**src/rtl/demux1x4.sv**
```systemverilog
// Registered 1-to-4 demultiplexer: routes each word by its two top bits to one
// of four lanes, parking it in a one-entry hold buffer while that lane is paused.
module demux1x4 #(
  parameter int DATA_WIDTH = 10,
  parameter int CNT_WIDTH  = 8
) (
  input  logic                  clk,
  input  logic                  reset,
  input  logic [DATA_WIDTH-1:0] in_data,
  input  logic                  in_valid,
  output logic                  in_ready,
  input  logic                  pause_0,
  input  logic                  pause_1,
  input  logic                  pause_2,
  input  logic                  pause_3,
  output logic [DATA_WIDTH-1:0] out_0,
  output logic [DATA_WIDTH-1:0] out_1,
  output logic [DATA_WIDTH-1:0] out_2,
  output logic [DATA_WIDTH-1:0] out_3,
  output logic                  valid_0,
  output logic                  valid_1,
  output logic                  valid_2,
  output logic                  valid_3,
  output logic [CNT_WIDTH-1:0]  cnt_0,
  output logic [CNT_WIDTH-1:0]  cnt_1,
  output logic [CNT_WIDTH-1:0]  cnt_2,
  output logic [CNT_WIDTH-1:0]  cnt_3
);

  typedef enum logic {IDLE, HOLD} state_t;

  state_t                state_reg, state_next;
  logic [DATA_WIDTH-1:0] hold_reg, hold_next;
  logic [3:0]            pause_vec;
  logic [1:0]            in_dest, hold_dest;
  logic                  deliver;
  logic [1:0]            deliver_dest;
  logic [DATA_WIDTH-1:0] deliver_word;

  logic [3:0][DATA_WIDTH-1:0] out_bus;
  logic [3:0]                 valid_bus;
  logic [3:0][CNT_WIDTH-1:0]  cnt_bus;

  assign pause_vec = {pause_3, pause_2, pause_1, pause_0};
  assign in_dest   = in_data[DATA_WIDTH-1:DATA_WIDTH-2];
  assign hold_dest = hold_reg[DATA_WIDTH-1:DATA_WIDTH-2];
  assign in_ready  = (state_reg == IDLE) && !reset;

  always_ff @(posedge clk) begin
    if (reset) begin
      state_reg <= IDLE;
      hold_reg  <= '0;
    end else begin
      state_reg <= state_next;
      hold_reg  <= hold_next;
    end
  end

  // Pause is sampled at the same edge the delivery decision is made, so a
  // lane paused on the accepting edge sends the word to HOLD.
  always_comb begin
    state_next   = state_reg;
    hold_next    = hold_reg;
    deliver      = 1'b0;
    deliver_dest = in_dest;
    deliver_word = in_data;
    case (state_reg)
      IDLE: begin
        if (in_valid) begin
          if (!pause_vec[in_dest]) begin
            deliver = 1'b1;
          end else begin
            hold_next  = in_data;
            state_next = HOLD;
          end
        end
      end
      HOLD: begin
        deliver_dest = hold_dest;
        deliver_word = hold_reg;
        if (!pause_vec[hold_dest]) begin
          deliver    = 1'b1;
          state_next = IDLE;
        end
      end
      default: state_next = IDLE;
    endcase
  end

  // Per-lane output registers; out keeps its last word between strobes.
  for (genvar gi = 0; gi < 4; gi++) begin : lane_g
    logic [DATA_WIDTH-1:0] out_reg;
    logic                  valid_reg;
    logic [CNT_WIDTH-1:0]  cnt_reg;
    logic                  hit;

    assign hit = deliver && (deliver_dest == 2'(gi));

    always_ff @(posedge clk) begin
      if (reset) begin
        out_reg   <= '0;
        valid_reg <= 1'b0;
        cnt_reg   <= '0;
      end else begin
        valid_reg <= hit;
        if (hit) begin
          out_reg <= deliver_word;
          cnt_reg <= cnt_reg + CNT_WIDTH'(1);
        end
      end
    end

    assign out_bus[gi]   = out_reg;
    assign valid_bus[gi] = valid_reg;
    assign cnt_bus[gi]   = cnt_reg;
  end

  assign out_0   = out_bus[0];
  assign out_1   = out_bus[1];
  assign out_2   = out_bus[2];
  assign out_3   = out_bus[3];
  assign valid_0 = valid_bus[0];
  assign valid_1 = valid_bus[1];
  assign valid_2 = valid_bus[2];
  assign valid_3 = valid_bus[3];
  assign cnt_0   = cnt_bus[0];
  assign cnt_1   = cnt_bus[1];
  assign cnt_2   = cnt_bus[2];
  assign cnt_3   = cnt_bus[3];

endmodule

```
**config.mk**
```make
export PLATFORM = sky130hd
export DESIGN_NAME = demux1x4
export DESIGN_NICKNAME = d
export VERILOG_FILES = /design/src/rtl/demux1x4.sv
export SDC_FILE = /design/constraint.sdc
export NUM_CORES = 1
export LEC_CHECK = 0
export CORE_MARGIN = 10
export CORE_UTILIZATION = 49
export CTS_CLUSTER_SIZE = 8
export DETAILED_ROUTE_END_ITERATION = 6
export GPL_ROUTABILITY_DRIVEN = 0
export PLACE_DENSITY = 0.87
export SYNTH_ARGS = -nofsm -noshare
export SYNTH_HDL_FRONTEND = slang
export SYNTH_SLANG_ARGS = --single-unit
```
**constraint.sdc**
```tcl
create_clock -name clk -period 2.2 [get_ports clk]
set_clock_uncertainty 0.15 [all_clocks]
set_input_delay 0.33 -clock clk [delete_from_list [all_inputs] [get_ports clk]]
set_output_delay 0.33 -clock clk [all_outputs]
set_load 0.01 [all_outputs]
```
Word-level counts from Yosys, hierarchy flattened
Cells that the tools add are included.

Bits of input ports: 17. Output and inout bits: 77. Register bits after elaboration: 87.

Reductions and logical operators: 8. Order comparisons: 2. Eq/ne operators: 3. Multiplexer cells: 14. $add $sub $neg: 4. Bitwise logic cells: 1.

Operator list (number): $add A8 B1 Y8 const B (4); $mux W10 (1); $mux W1 (8); $lt A2 B3 Y1 const B (2); $logic_and A1 B1 Y1 (5); $bmux W1 S2 (2); $eq A2 B2 Y1 const B (2); $pmux W1 S2 (2); $reduce_and A3 Y1 (1); $eq A2 B1 Y1 const B (1); $logic_not A2 Y1 (1); $mux W2 (1); $logic_not A1 Y1 (1); $not A1 Y1 (1).

Longest topological paths before layout
Gate-level depths: netlist of the first run.

Word-level depth: 6. Gate-level depth with buffers: 8.

Worst setup path after synthesis of the first run
OpenSTA, ideal clock, no wires.

Path type: reg2reg. From: reg hold_reg[8]. To: reg lane_g[0].cnt_reg[4] (netlist: cnt_0[4]). Arrival: 1.739 ns. Library setup time: 0.123 ns. Required time: 1.927 ns. Stages on the path, launching flop included: 7. Path slack: 0.187 ns. Cells stage by stage: dfxtp_1 mux2_2 o22ai_4 o21a_1 buf_4 nand4_1 mux2_1.

Longest elaborated chain between the ends: 5. Elaborated cells between the ends (all ways): 7. Those cells by class: mux: 5; reduce/logical: 2.

RTL lines: start, declared (line 33) `logic [DATA_WIDTH-1:0] hold_reg, hold_next;`; start signal, assigned (line 55) `hold_reg <= hold_next;`; $bmux W1 S2 (line 81) `if (!pause_vec[hold_dest]) begin`; $mux W1 (not written as such) (line 81); $mux W1 (line 81); $pmux W1 S2 (line 67) `case (state_reg)`; $logic_and A1 B1 Y1 (*) (line 97) `assign hit = deliver && (deliver_dest == 2'(gi));`; end signal, assigned (line 108) `cnt_reg <= cnt_reg + CNT_WIDTH'(1);`; end, declared (line 94) `logic [CNT_WIDTH-1:0] cnt_reg;`.

Every way passes the cells marked *; elsewhere a longest branch is shown, timed or not. The select of a mux whose other input is x is not followed. A chain may end at the register's enable or synchronous reset.

Worst setup path in the final report of the first run
From: in in_valid. To: reg lane_g[2].out_reg[1] (netlist: out_2[1]).

Longest elaborated chain between the ends: 3.

RTL lines: start, declared (line 10) `input logic in_valid,`; $mux W1 (line 69) `if (in_valid) begin`; $pmux W1 S2 (line 67); $logic_and A1 B1 Y1 (line 97); end signal, assigned (line 107) `out_reg <= deliver_word;`; end, declared (line 92) `logic [DATA_WIDTH-1:0] out_reg;`.

No other way between the ends.

==> results of run 1 <==
## synthesized netlist by cell type
| master | instances |
|---|---|
| or4_1 | 2 |
| o22ai_4 | 1 |
| inv_1 | 8 |
| mux2_2 | 11 |
| and3_1 | 3 |
| buf_4 | 4 |
| buf_1 | 1 |
| a41o_1 | 2 |
| nand4_1 | 5 |
| o2bb2ai_4 | 1 |
| buf_2 | 7 |
| o2111ai_1 | 1 |
| or3b_4 | 1 |
| o21ai_0 | 1 |
| o21a_1 | 4 |
| o31ai_1 | 2 |
| a21oi_1 | 10 |
| mux2_1 | 1 |
| a211oi_1 | 35 |
| mux2i_1 | 24 |
| a311oi_1 | 2 |
| nor2b_1 | 10 |
| buf_6 | 3 |
| nand2b_1 | 6 |
| nor2_2 | 1 |
| and3b_1 | 1 |
| xnor2_1 | 4 |
| o21ai_4 | 1 |
| dfxtp_1 | 87 |
| or3_1 | 2 |
| nor2_1 | 92 |
| clkbuf_1 | 10 |
| and4_1 | 3 |
| xor2_1 | 4 |
| a31o_2 | 8 |
| ha_1 | 4 |
| nand2_1 | 9 |
| nor3b_1 | 4 |
| o211ai_1 | 4 |
| nand3_1 | 6 |
## cell type report
cell class / count / share of cell area
clock inverters: 4 / 0.01526
repair buffers: 119 / 0.2349
flip-flops and latches: 87 / 0.3432
inverters: 8 / 0.005908
well taps: 99 / 0.02437
multi-input cells: 265 / 0.3459
clock buffers: 12 / 0.03053
## layout by cell type, fill, tap and decap left out, types with 2 or more instances in the layout
cell,instances
nor2_1,92
a31o_2,8
and4_1,3
nor2b_1,10
bufinv_16,2
nand4_1,5
or3_1,2
buf_12,5
buf_4,20
nor3b_1,4
a41o_1,2
buf_6,2
dfxtp_1,85
a211oi_2,2
o211ai_1,4
and3_1,3
xor2_1,4
or4_1,2
nand2_1,9
mux2i_1,24
clkdlybuf4s50_1,92
clkinv_4,2
mux2_2,10
ha_1,4
nand3_1,6
o21a_2,2
a21oi_1,9
o31ai_1,2
o21a_1,2
a311oi_1,2
dfxtp_2,2
a211oi_1,33
inv_1,8
clkbuf_8,11
nand2b_1,6
xnor2_1,4
## per-stage QoR
stage                TNS, ns  cell area (sq um)  hold WS, ns
floorplan                  0               3650       0.3132
global placement      -12.79               4797       0.3008
detailed placement    -17.41               4797       0.3162
CTS                        0               5031       0.3349
global route        -0.09789               5082       0.3497
finish                     0               5082       0.3302
## power by group
part	switching [mW]	internal, mW
Sequential	0.0443	1.64
Combinational	0.245	0.254
Clock	0.564	0.707
## per-layer routing
layer | track usage | wire [microns] | part of all wire
met3 | 0.09300 | 1025 | 0.11
met5 | 0 | 0 | 0
met2 | 0.2752 | 4500 | 0.47
met4 | 0.05513 | 175 | 0.018
met1 | 0.1789 | 3820 | 0.40
## cell families after synthesis
| family | synth area share |
|---|---|
| simple gates | 0.1834 |
| flops | 0.4772 |
| compound gates | 0.1570 |
| mux | 0.1028 |
| buf+inv | 0.04662 |
| xor+xnor | 0.01920 |
| fa+ha+maj | 0.01371 |
## critical path: stages
cell             delay [ns]
clkdlybuf4s50_1        0.49
or3b_4                 0.40
o2bb2ai_4              0.27
o21a_1                 0.20
buf_12                 0.14
buf_12                 0.15
nor2_1                 0.06
a211oi_1               0.21
## worst min path at each step
stage                   to  cells past startpoint
5_1_grt           out_0[9]                      1
6_report          out_3[9]                      2
2_1_floorplan  hold_reg[0]                      2
3_5_place_dp      out_1[8]                      2
3_3_place_gp      out_3[9]                      2
4_1_cts           out_1[8]                      2
## repair_timing
action,4_1_cts,5_1_grt
buffers inserted,0,3
gates resized for setup,1,9
pin swaps,0,2
setup endpoints to repair,4,36
==> results.sh, run 1 <==
export IMPL_status="finished, final reports clean"
export IMPL_die_width_microns=106.3
export IMPL_wire_per_inst_microns=16.03
export IMPL_totalWireLength_microns=9521
export IMPL_cp_required_ns=2.32
export IMPL_grt_pass1_vias=3201
export IMPL_layout_drive_gt1_share=0.1475
export IMPL_p_leak_nw=1.889
export IMPL_cts_buffers_inserted=9
export IMPL_fp_dieH_microns=106.3
export IMPL_cp_arrival_ns=2.25
export IMPL_hold_viol_final=0
export IMPL_multi_input_area_sq_mm=0.001758
export IMPL_antenna_found_initial=0
export IMPL_fin_crit_sh=0.9712
export IMPL_holdCritStartpoint="out_3[9]"
export IMPL_vias=3147
export IMPL_dr_first_iter_drc_count=120
export IMPL_io_pins=94
export IMPL_fin_cells=594
export IMPL_timing_rr_start="hold_reg[8]"
export IMPL_clk_latency_ns=0.35
export IMPL_synth_area_leaders="dfxtp_1 (48%), nor2_1 (9.5%), a211oi_1 (7.2%)"
export IMPL_drv_slew=0
export IMPL_final_nets=511
export IMPL_synth_top_cell_area_share=0.4772
export IMPL_worstRegToRegCells=6
export IMPL_hold_class="register to register"
export IMPL_overflow=0
export IMPL_crit_type="input pin to register"
export IMPL_syn_area_sq_mm=0.003650
export IMPL_fillCellCount=568
export IMPL_fin_util=0.7007
export IMPL_rrSetupSlack_ns=0.07
export IMPL_ant_nets=0
export IMPL_io_buffer_count=93
export IMPL_cts_root_buffer="clkbuf_8"
export IMPL_grt_start_max_net_pins=105
export IMPL_syn_nets=406
export IMPL_ctsHoldBuffers=0
export IMPL_yosysWarningCount=0
export IMPL_cp_end_kind="register"
export IMPL_core_sq_mm=0.007253
export IMPL_clock_sinks=87
export IMPL_power_density_mw_per_mm2=678.8
export IMPL_setup_viol=0
export IMPL_ys_seq_area_frac=0.4772
export IMPL_grt_pass1_wl_microns=15640
export IMPL_synthDistinctLibCells=40
export IMPL_clkSlewWorstSetupHoldPaths_ns=0.08
export IMPL_worstReg2RegEnd="cnt_1[7]"
export IMPL_clk_path_buf_depth=2
export IMPL_cts_tree="done"
export IMPL_cts_max_level=3
export IMPL_design_power_total_mw=3.450
export IMPL_ys_ff_latch=87
export IMPL_start_util=0.5032
export IMPL_rows=31
export IMPL_cap_violations=0
export IMPL_ir_drop_v=0.0004526
export IMPL_die_area_sq_mm=0.01130
export IMPL_max_freq_ghz=0.4680
export IMPL_antenna_cells=0
export IMPL_start_kind="input pin"
export IMPL_area_growth_pct=39.25
export IMPL_synthesis_instances=385
export IMPL_ff_latch_area_sq_mm=0.001744
export IMPL_yosysTopAreaCell="dfxtp_1"
export IMPL_cp_startpoint="in_valid"
export IMPL_syn_area_per_cell_sq_um=9.480
export IMPL_crit_path_end="out_2[1]"
export IMPL_worst_slew_pin_slew_ns=0.4967
export IMPL_rsz0062_at_grt="yes"
export IMPL_path_max_fanout=20
export IMPL_dp_cells=575
export IMPL_dr_pass1_iters=4
export IMPL_hpwlAfterDp_microns=6978
export IMPL_min_period_ns=2.137
export IMPL_fin_ws_ns=0.06338
export IMPL_track_usage=0.1673
export IMPL_routed_via_density=5.298
export IMPL_pre_cts_ws_ns=-0.3962
export IMPL_slew_headroom=0.6594
export IMPL_drc_errors=0
(Power assumes the default switching activity.)
==> run 2, diff against run 1 <==
CORE_MARGIN = 2   (was 10)
==> results.sh, run 2 (synthesized netlist as in run 1, its figures left out) <==
export IMPL_grt_start_max_net_pins=105
export IMPL_hold_viol_final=0
export IMPL_area_growth_pct=40.97
export IMPL_io_buffer_count=93
export IMPL_status="finished, final reports clean"
export IMPL_routed_via_density=5.330
export IMPL_path_max_fanout=6
export IMPL_cts_max_level=3
export IMPL_worst_slew_pin_slew_ns=0.5159
export IMPL_max_freq_ghz=0.4625
export IMPL_start_kind="input pin"
export IMPL_core_sq_mm=0.007214
export IMPL_clkSlewWorstSetupHoldPaths_ns=0.09
export IMPL_cp_required_ns=2.34
export IMPL_final_nets=511
export IMPL_dr_first_iter_drc_count=130
export IMPL_hpwlAfterDp_microns=6063
export IMPL_layout_drive_gt1_share=0.1556
export IMPL_min_period_ns=2.162
export IMPL_fin_setup_tns_ns=0
export IMPL_slew_headroom=0.6463
export IMPL_clk_path_buf_depth=2
export IMPL_cts_root_buffer="clkbuf_8"
export IMPL_setup_viol=0
export IMPL_cp_arrival_ns=2.30
export IMPL_fp_dieH_microns=90.31
export IMPL_hold_class="input pin to register"
export IMPL_start_util=0.5059
export IMPL_io_pins=94
export IMPL_wire_per_inst_microns=15.02
export IMPL_crit_type="input pin to register"
export IMPL_ir_drop_v=0.0005726
export IMPL_track_usage=0.2169
export IMPL_final_cell_mix="nor2_1 (92), clkdlybuf4s50_1 (91), dfxtp_1 (85)"
export IMPL_ant_nets=0
export IMPL_vias=3166
export IMPL_final_common_cell="nor2_1"
export IMPL_cp_end_kind="register"
export IMPL_die_area_sq_mm=0.008155
export IMPL_antenna_found_initial=0
export IMPL_fin_ws_ns=0.03772
export IMPL_cts_buffers_inserted=9
export IMPL_grt_pass1_vias=3114
export IMPL_cts_tree="done"
export IMPL_whs_ns=0.2945
export IMPL_power_density_mw_per_mm2=714.7
export IMPL_cap_violations=0
export IMPL_clock_sinks=87
export IMPL_fillCellCount=556
export IMPL_p_leak_nw=1.924
export IMPL_fin_crit_sh=0.9829
export IMPL_drc_errors=0
export IMPL_fin_cells=594
export IMPL_dr_pass1_iters=4
export IMPL_overflow=0
export IMPL_dp_cells=576
export IMPL_drv_slew=0
export IMPL_totalWireLength_microns=8924
export IMPL_grt_pass1_wl_microns=14550
export IMPL_rsz0062_at_grt="yes"
export IMPL_clk_latency_ns=0.35
export IMPL_die_width_microns=90.31
export IMPL_pre_cts_ws_ns=-0.3891
export IMPL_antenna_cells=0
export IMPL_rows=31
export IMPL_ctsHoldBuffers=0
==> run 2: changes by cell type in the layout (fill, tap and decap cells not counted), sizes merged <==
cell,previous run,this run
dlymetal6s2s,0,1
inv,8,11
clkinv,2,0
clkbuf,12,9
bufinv,2,4
clkdlybuf4s50,92,91
==> run 2: final cells by class <==
| cell class | instances | area (sq um) | area share |
|---|---|---|---|
| Multi-Input combinational cell | 265 | 1763 | 0.3427 |
| Timing Repair Buffer | 119 | 1209 | 0.2349 |
| Clock buffer | 9 | 123.9 | 0.02408 |
| Sequential cell | 87 | 1747 | 0.3395 |
| Inverter | 8 | 30.03 | 0.005837 |
| Clock inverter | 7 | 148.9 | 0.02894 |
| Tap cell | 99 | 123.9 | 0.02408 |
==> run 2: final timing paths <==
kind	end	slack, ns	cells after the start	from
max reg2reg	out_2[5]	0.08	8	hold_reg[8]
max	cnt_1[7]	0.04	7	in_valid
min	hold_reg[8]	0.29	4	in_data[8]
min reg2reg	out_0[8]	0.33	1	out_0[8]
==> run 2: where the power goes <==
group / internal [mW] / switching (mW) / leakage [nW]
clock network: 0.886 / 0.613 / 0.136
registers: 1.64 / 0.0448 / 0.706
logic: 0.255 / 0.243 / 1.08
total: 2.78 / 0.901 / 1.92
==> run 2: layer usage <==
metal  vias to the layer above  share of wire  global-route usage
li1                       1564              -                   -
met1                      1508           0.42              0.2467
met2                        86           0.49              0.3703
met3                         8          0.081             0.09349
met4                         0         0.0081             0.06410
met5                         -              0                   0
==> run 2: repair_timing <==
item | 4_1_cts | 5_1_grt
resized for setup | 3 | 11
endpoints found under the setup margin | 7 | 24
setup buffers | 0 | 2
pin swaps | 1 | 4
==> run 2: per-stage QoR <==
step                total power, mW  utilization  cell area, sq um
floorplan                     1.971            -              3650
global placement              2.186       0.6677              4817
finish                        3.677       0.7131              5145
detailed placement            2.202       0.6677              4817
CTS                           3.692       0.7064              5096
global route                  3.816       0.7131              5145
==> run 2: critical path: stages <==
cell and delay, ns:
clkdlybuf4s50_1 0.48, or3b_4 0.39, o2bb2ai_4 0.25, buf_12 0.15
o21ai_4 0.05, or4_4 0.52, a21oi_2 0.13
